File: src/rtl/snr_gate_controller.sv
// Debounced voice-activity gate driven by the SNR stream; owns the noise-calibration window.
// Optional automatic recalibration from CLOSED is enabled by defining SNR_GATE_AUTO_RECAL_EN.
module snr_gate_controller #(
  parameter int SNR_WIDTH     = 16,
  parameter int DATA_WIDTH    = 16,
  parameter int CAL_SAMPLES   = 4096,
  parameter int ON_THRESH_DB  = 12,
  parameter int OFF_THRESH_DB = 6,
  parameter int MIN_RMS       = 64,
  parameter int HOLD_SAMPLES  = 2048,
  parameter int RECAL_SAMPLES = 480000
) (
  input  logic                  clk,
  input  logic                  reset,
  input  logic [SNR_WIDTH-1:0]  snr_db,
  input  logic [DATA_WIDTH-1:0] signal_rms,
  input  logic                  snr_valid,
  output logic                  snr_ready,
  input  logic                  start_cal,
  output logic                  quiet_period,
  output logic                  calibrated,
  output logic                  gate_open,
  output logic                  gate_event,
  output logic                  gate_valid,
  input  logic                  gate_ready
);

  localparam int CAL_W  = $clog2(CAL_SAMPLES + 1);
  localparam int HOLD_W = $clog2(HOLD_SAMPLES + 1);

  localparam logic signed [SNR_WIDTH-1:0] ON_TH   = SNR_WIDTH'(ON_THRESH_DB);
  localparam logic signed [SNR_WIDTH-1:0] OFF_TH  = SNR_WIDTH'(OFF_THRESH_DB);
  localparam logic [DATA_WIDTH-1:0]       RMS_MIN = DATA_WIDTH'(MIN_RMS);
  localparam logic [CAL_W-1:0]            CAL_LAST  = CAL_W'(CAL_SAMPLES - 1);
  localparam logic [HOLD_W-1:0]           HOLD_LAST = HOLD_W'(HOLD_SAMPLES - 1);

  typedef enum logic [1:0] {S_CAL, S_CLOSED, S_OPEN, S_HOLD} state_t;

  state_t             state, state_nxt;
  logic [CAL_W-1:0]   cal_cnt, cal_cnt_nxt;
  logic [HOLD_W-1:0]  hold_cnt, hold_cnt_nxt;
  logic               s, open_cond, close_cond;
  logic               gate_open_nxt, quiet_nxt, calibrated_nxt;
  logic               gate_event_nxt, gate_valid_nxt;

`ifdef SNR_GATE_AUTO_RECAL_EN
  localparam int RECAL_W = $clog2(RECAL_SAMPLES + 1);
  localparam logic [RECAL_W-1:0] RECAL_LAST = RECAL_W'(RECAL_SAMPLES - 1);
  logic [RECAL_W-1:0] recal_cnt, recal_cnt_nxt;
`endif

  assign snr_ready  = 1'b1;
  assign s          = snr_valid & snr_ready;
  assign open_cond  = ($signed(snr_db) >= ON_TH) && (signal_rms >= RMS_MIN);
  assign close_cond = $signed(snr_db) < OFF_TH;

  always_ff @(posedge clk or negedge reset) begin
    if (!reset) begin
      state        <= S_CAL;
      cal_cnt      <= '0;
      hold_cnt     <= '0;
      quiet_period <= 1'b1;
      calibrated   <= 1'b0;
      gate_open    <= 1'b0;
      gate_event   <= 1'b0;
      gate_valid   <= 1'b0;
    end else begin
      state        <= state_nxt;
      cal_cnt      <= cal_cnt_nxt;
      hold_cnt     <= hold_cnt_nxt;
      quiet_period <= quiet_nxt;
      calibrated   <= calibrated_nxt;
      gate_open    <= gate_open_nxt;
      gate_event   <= gate_event_nxt;
      gate_valid   <= gate_valid_nxt;
    end
  end

`ifdef SNR_GATE_AUTO_RECAL_EN
  always_ff @(posedge clk or negedge reset) begin
    if (!reset) recal_cnt <= '0;
    else        recal_cnt <= recal_cnt_nxt;
  end
`endif

  always_comb begin
    state_nxt    = state;
    cal_cnt_nxt  = cal_cnt;
    hold_cnt_nxt = hold_cnt;
`ifdef SNR_GATE_AUTO_RECAL_EN
    recal_cnt_nxt = recal_cnt;
`endif
    if (start_cal) begin
      state_nxt = S_CAL;
    end else if (s) begin
      case (state)
        S_CAL: begin
          if (cal_cnt == CAL_LAST) state_nxt = S_CLOSED;
          else                     cal_cnt_nxt = cal_cnt + CAL_W'(1);
        end
        S_CLOSED: begin
          if (open_cond) state_nxt = S_OPEN;
`ifdef SNR_GATE_AUTO_RECAL_EN
          else if (recal_cnt == RECAL_LAST) state_nxt = S_CAL;
          else recal_cnt_nxt = recal_cnt + RECAL_W'(1);
`endif
        end
        S_OPEN: begin
          if (close_cond) state_nxt = S_HOLD;
        end
        S_HOLD: begin
          if (open_cond) state_nxt = S_OPEN;
          else if (close_cond) begin
            if (hold_cnt == HOLD_LAST) state_nxt = S_CLOSED;
            else                       hold_cnt_nxt = hold_cnt + HOLD_W'(1);
          end
        end
        default: state_nxt = S_CAL;
      endcase
    end
    // Any state entry (including a restarted CAL window) starts every counter afresh.
    if (start_cal || (state_nxt != state)) begin
      cal_cnt_nxt  = '0;
      hold_cnt_nxt = '0;
`ifdef SNR_GATE_AUTO_RECAL_EN
      recal_cnt_nxt = '0;
`endif
    end
  end

  always_comb begin
    gate_open_nxt  = (state_nxt == S_OPEN) || (state_nxt == S_HOLD);
    quiet_nxt      = (state_nxt == S_CAL);
    calibrated_nxt = calibrated || ((state == S_CAL) && (state_nxt == S_CLOSED));
    gate_event_nxt = gate_event;
    gate_valid_nxt = gate_valid;
    // A new transition overrides a same-cycle acceptance of the previous event.
    if (gate_open_nxt != gate_open) begin
      gate_event_nxt = gate_open_nxt;
      gate_valid_nxt = 1'b1;
    end else if (gate_valid && gate_ready) begin
      gate_valid_nxt = 1'b0;
    end
  end

endmodule
File: config.mk
export PLATFORM = sky130hd
export DESIGN_NAME = snr_gate_controller
export DESIGN_NICKNAME = d
export VERILOG_FILES = /design/src/rtl/snr_gate_controller.sv
export SDC_FILE = /design/constraint.sdc
export NUM_CORES = 1
export LEC_CHECK = 0
export BUFFER_PORTS_ARGS = -buffer_cell sky130_fd_sc_hd__buf_2
export CORE_MARGIN = 1.5
export CORE_UTILIZATION = 57
export CTS_CLUSTER_DIAMETER = 30
export DETAILED_ROUTE_END_ITERATION = 12
export HOLD_SLACK_MARGIN = 0.08
export PLACE_DENSITY_LB_ADDON = 0.1
export SLEW_MARGIN = 30
export SYNTH_ARGS = -nofsm -noshare
export SYNTH_HDL_FRONTEND = slang
export SYNTH_SLANG_ARGS = --single-unit
File: constraint.sdc
create_clock -name clk -period 6.3 [get_ports clk]
set_clock_uncertainty 0.15 [all_clocks]
set_input_delay 0.315 -clock clk [delete_from_list [all_inputs] [get_ports clk]]
set_output_delay 0.315 -clock clk [all_outputs]
set_load 0.005 [all_outputs]
=== Yosys cells after proc, flatten, opt, wreduce, memory -nomap -nowiden ===
Cells that the tools add are included.

* Output and inout port bits: 6
* Register bits: 32
* Memory bits (read-only): 0
* Latch bits: 0
* Memories: 0
* Input port bits: 37
* Bits in writable memories: 0

* $mul: 0
* Equal/unequal tests: 14
* Div/mod/pow operators: 0
* $add $sub $neg: 2
* Bitwise operators: 0
* Reductions and logical operators: 15
* Magnitude comparators: 3
* Mux-type cells: 23
* Shift-type cells: 0

{| class="wikitable"
|+ Operator list
! operator !! count
|-
| 12-bit two-way mux || 7
|-
| 13-bit two-way mux || 5
|-
| 16-bit by 5-bit greater-or-equal comparator with 1-bit output (second input constant) || 1
|-
| 16-bit by 7-bit greater-or-equal comparator with 1-bit output (second input constant) || 1
|-
| 16-bit by 4-bit less-than comparator with 1-bit output (second input constant) || 1
|-
| 2-bit two-way mux || 8
|-
| 13-bit by 1-bit adder with 13-bit output (second input constant) || 1
|-
| 13-bit by 12-bit == test with 1-bit output (second input constant) || 1
|-
| 12-bit by 1-bit adder with 12-bit output (second input constant) || 1
|-
| 12-bit by 11-bit == test with 1-bit output (second input constant) || 1
|-
| 2-bit nonzero test || 5
|-
| 2-bit == test (second input constant) || 4
|-
| 2-bit by 1-bit != test with 1-bit output (second input constant) || 4
|-
| 2-bit case mux with 4 select lines || 1
|-
| 6-bit AND reduction || 1
|-
| 2-bit by 1-bit == test with 1-bit output (second input constant) || 2
|-
| 2-bit logical NOT || 2
|-
| 4-bit AND reduction || 1
|-
| 1-bit logical AND || 3
|-
| 1-bit logical OR || 3
|-
| 1-bit two-way mux || 2
|-
| 2-bit != test || 1
|-
| 1-bit != test || 1
|}

=== Logic depth before layout (Yosys ltp) ===
* Depth in word-level cells: 11
* Gate-level depth with buffers: 7

=== Worst setup path after synthesis ===
Ideal clock, no wire load.

* Kind: register -> register
* From: register hold_cnt[0]
* To: register gate_event
* Clock period less this slack: 2.199 ns
* Path slack: 4.101 ns
* Arrival time: 1.918 ns
* Library setup time: 0.131 ns
* Stages on the path, launching flop included: 7
* Path buffers: 0
* Cells stage by stage: dfrtp_1 -> ha_1 -> nand3_1 -> nor3_1 -> a31o_2 -> a311oi_1 -> maj3_1

* Longest elaborated chain between the ends: 10
* Elaborated cells between the ends (all ways): 11
* Those cells by class: eq/ne (4); mux (6); reduce/logical (1)

{| class="wikitable"
|+ RTL lines
! what !! RTL line !! source
|-
| start: declaration || 41 || <nowiki>logic [HOLD_W-1:0] hold_cnt, hold_cnt_nxt;</nowiki>
|-
| start signal: assignment || 70 || <nowiki>hold_cnt <= hold_cnt_nxt;</nowiki>
|-
| 12-bit by 11-bit == test with 1-bit output (*) || 114 || <nowiki>if (hold_cnt == HOLD_LAST) state_nxt = S_CLOSED;</nowiki>
|-
| 2-bit two-way mux (*) || 114 ||
|-
| 2-bit two-way mux (*) || 113 || <nowiki>else if (close_cond) begin</nowiki>
|-
| 2-bit two-way mux (*) || 112 || <nowiki>if (open_cond) state_nxt = S_OPEN;</nowiki>
|-
| 2-bit case mux with 4 select lines (*) || 96 || <nowiki>case (state)</nowiki>
|-
| 2-bit two-way mux (*) || 95 || <nowiki>end else if (s) begin</nowiki>
|-
| 2-bit two-way mux (*) || 93 || <nowiki>if (start_cal) begin</nowiki>
|-
| via state_nxt[1] || 39 || <nowiki>state_t state, state_nxt;</nowiki>
|-
| 2-bit == test || 132 || <nowiki>gate_open_nxt = (state_nxt == S_OPEN) || (state_nxt == S_HOLD);</nowiki>
|-
| 1-bit logical OR (*) || 132 ||
|-
| 1-bit != test || 138 || <nowiki>if (gate_open_nxt != gate_open) begin</nowiki>
|-
| end signal: assignment || 74 || <nowiki>gate_event <= gate_event_nxt;</nowiki>
|-
| end: declaration || 23 || <nowiki>output logic gate_event,</nowiki>
|}

Mark *: on every way through the listed nets, which the timed path passes. The rest lies on a longest branch.
A chain may end at the register's enable or synchronous reset.

=== Worst setup path after layout ===
* From: register hold_cnt[0]
* To: register cal_cnt[3]

* Longest elaborated chain between the ends: 11
* Elaborated cells between the ends (all ways): 15
* Those cells by class: eq/ne (4); mux (7); reduce/logical (4)

{| class="wikitable"
|+ RTL lines
! what !! RTL line !! source
|-
| 12-bit by 11-bit == test with 1-bit output (*) || 114 ||
|-
| 2-bit two-way mux (*) || 114 ||
|-
| 2-bit two-way mux (*) || 113 ||
|-
| 2-bit two-way mux (*) || 112 ||
|-
| 2-bit case mux with 4 select lines (*) || 96 ||
|-
| 2-bit two-way mux (*) || 95 ||
|-
| 2-bit two-way mux (*) || 93 ||
|-
| 2-bit != test (*) || 122 || <nowiki>if (start_cal || (state_nxt != state)) begin</nowiki>
|-
| 1-bit logical OR (*) || 122 ||
|-
| 2-bit by 1-bit != test with 1-bit output (no line) or 2-bit nonzero test (tied branches) || n/a ||
|-
| 4-bit AND reduction (no line) || n/a ||
|-
| end signal: assignment || 69 || <nowiki>cal_cnt <= cal_cnt_nxt;</nowiki>
|-
| end: declaration || 40 || <nowiki>logic [CAL_W-1:0] cal_cnt, cal_cnt_nxt;</nowiki>
|}

Every way passes the cells marked *; elsewhere a longest branch is shown, timed or not.

==> metrics.md <==
| Metric | Value |
|---|---|
| First-pass GRT wire length | 6220 um |
| Synthesized flop and latch total | 32 |
| Starting DRC count in detailed routing | 65 |
| Period utilization | between 40% and 50% |
| WHS Path Cells | 4 |
| IO Port Bufs | 34 |
| Worst-Skew Late Latency | between 0.3 and 0.4 ns |
| Pwr dens | about 190 nW/um^2 |
| Post-Route WL | about 3800 um |
| Initial core utilization | roughly three fifths |
| Switch Pwr | slightly above 90 uW |
| Top-count cell post-synth | dfrtp_1 |
| Reg2Reg Setup Slack | 3.63 ns |
| Synth cell count leaders | 31 x dfrtp_1, 27 x nor2_1, 17 x xnor2_1 |
| Top cell type's share of synthesized area | about 44% |
| CTS Sinks | 32 |
| CTS tree | built |
| Antenna viol nets, final | 0 |
| Synthesis Warnings | 0 |
| R2r endpoint | cal_cnt[3] |
| Final hold slack | 0.134 ns |
| Synth async-reset ratio | 100% |
| Hold Crit Class | primary input to flip-flop |
| Crit path to | cal_cnt[3] |
| # DRC | 0 |
| Sequential area share after synthesis | a little under half |
| Crit-path max FO | 16 |
| Worst Setup End Kind | flip-flop |
| Top_reg_cell synth | dfrtp_1 |
| Final slew viol count | 0 |
| Initial antenna violation count | 0 |
| Status | finished, final reports clean |
| Die footprint | approximately 3500 sq um |
| Vias in the first global route | about 1500 |
| Final min period | approximately 2.7 ns |
| Internal | 304 uW |
| Filler cells | 260 |
| CTS max path bufs | 2 |
| DR pass1 iterations | 4 |
| Root buffer cell | clkbuf_4 |
| Max-cap viol count | 0 |
| Critical path required time | approximately 6.4 ns |
| Arr. time, crit path | 2.72 ns |
| Leading post-synthesis cells by cell area | dfrtp_1 44%, xnor2_1 8.4%, nor2_1 5.7% |
| Worst Setup SP | hold_cnt[0] |
| Net Count, Synth | roughly 220 |
| Crit Path Category | flip-flop to flip-flop |
| CP startpoint kind | flip-flop |
| Origin of the critical flop-to-flop path | hold_cnt[0] |
| Site row count | 20 |
| CTS Buf Count | 5 |
| IO Pins | 43 |
| Synth area leader | dfrtp_1 |
| Synth cell types | 47 |
| P&R area growth vs syn | 15.7% |
| Layout cells sized above 1 | a little under a quarter |
| Post-CTS setup repair buffer count | 0 |
| Peak VDD IR | between 100 and 150 uV |
| Switching fraction of total power | a little under a quarter |
| Hold Buf Count CTS | 2 |
| Mapped Area | around 1800 sq um |
| Final setup violation count | 0 |
| Worst-path clk slew | approximately 0.10 ns |
| Via density | between 6 and 7 |
| Final Hold Viols | 0 |
| Flop pwr share | a little over half |
| Total global-route track usage | 24.1% |
| Area of the core | about 3000 sq um |
| RSZ-0062 raised after global routing | false |
| Post_cts resized | 0 |
| Fin Setup TNS | 0 ns |
| RePlAce Congestion | approximately 0.87 |
| H-Tree Depth | 2 |
| Antenna diodes | 0 |
| Die Ht | 58.9 um |
| Synth Instances | about 180 |
| Total gr overflow | 0 |
| R2R depth | 6 |
| DR WL/cell | 14.6 um |
| Post-DP HPWL | 2760 um |
| Largest net degree at the start of global routing | 33 |
| Relative slew slack | between 40 and 50% |
| # nets final | between 200 and 300 |
| Clock power share | roughly two fifths |
| Fmax | around 370 MHz |
| Avg Inst Size Synth | between 9 and 10 sq um |
| Logic pwr share | 8.0% |
| Vias | approximately 1600 |
| Die Span X | slightly below 60 um |
| Worst-margin pin slew | about 0.87 ns |
| EDFF count, synth | 0 |
| Lkg Pwr | ~0.84 nW |
[logic make-up after synthesis]
group / count (synthesis) / share of synthesized area, %
AND/OR/NAND/NOR: 95 / 30.4
buffers and inverters: 9 / 2.60
AO/OA/AOI/OAI: 26 / 10.8
flip-flops: 32 / 45.0
multiplexers: 1 / 0.562
other: 1 / 0.211
XOR/XNOR: 17 / 8.36
adder cells (fa/ha/maj): 3 / 1.97
[through the flow]
step / setup WS, ns / instances / utilization, % / power (mW) / area [sq um]
after floorplan: 4.10 / 184 / - / 0.226 / 1780
after global placement: 3.72 / 247 / 65.4 / 0.244 / 1960
after detailed placement: 3.63 / 247 / 65.4 / 0.245 / 1960
after CTS: 3.60 / 257 / 68.6 / 0.402 / 2060
after global routing: 3.32 / 257 / 68.6 / 0.413 / 2060
final: 3.63 / 257 / 68.6 / 0.395 / 2060
[state kept, by name, summed over array words and instances (netlist names)]
signal        flops
hold_cnt         12
cal_cnt          13
state             2
quiet_period      1
gate_event        1
gate_open         1
gate_valid        1
calibrated        1
[worst min-delay path by stage]
stage / startpoint / endpoint / slack, ns
floorplan: reset / cal_cnt[0] / -0.13
global placement: reset / cal_cnt[10] / 0.24
detailed placement: reset / cal_cnt[11] / 0.25
CTS: gate_ready / gate_valid / 0.12
global route: gate_ready / gate_valid / 0.18
finish: gate_ready / gate_valid / 0.13
[final cells by class]
cell class                 instances  area (sq um)  area share, %
tap                               33          41.3           2.00
timing repair buffer              36           190           9.23
clock inverter                     2          35.0           1.70
multi-input combinational        143           932           45.2
sequential                        32           802           38.9
clock buffer                       6          41.3           2.00
inverter                           5          18.8          0.911
[power by group through the flow]
stage	Clock [mW]	Sequential (mW)	Combinational, mW
floorplan	0	0.214	0.0121
detailed placement	0	0.214	0.0313
CTS	0.159	0.210	0.0324
global route	0.167	0.210	0.0360
global placement	0	0.214	0.0302
finish	0.154	0.210	0.0316
[critical path, cell delays in order (launching register included)]
cell	delay, ns
dfrtp_1	0.40
ha_1	0.22
nand3_1	0.15
nor3_1	0.75
nor3b_1	0.24
nand3b_1	0.51
nor2_1	0.13
[layout by cell type, fill, tap and decap left out, drive strengths merged, types with 3 or more instances in the layout]
cell / netlist / final
a21oi: 9 / 9
a31o: 3 / 3
and4: 4 / 4
buf: 3 / 34
clkbuf: 1 / 6
dfrtp: 31 / 31
inv: 5 / 5
nand2: 11 / 11
nand3: 10 / 10
nand4: 3 / 3
nor2: 27 / 27
nor2b: 3 / 3
nor3: 10 / 10
nor3b: 3 / 3
nor4: 11 / 11
o21ai: 4 / 4
xnor2: 17 / 17
[routing by layer]
layer	part of all wire (%)	track usage, %	up-vias
met5	0	0	-
met4	1.5	8.44	0
met3	3.9	6.59	5
met2	53	41.6	36
met1	41	28.9	767
li1	-	-	758
No activity file was read; power rests on OpenSTA's default activity.
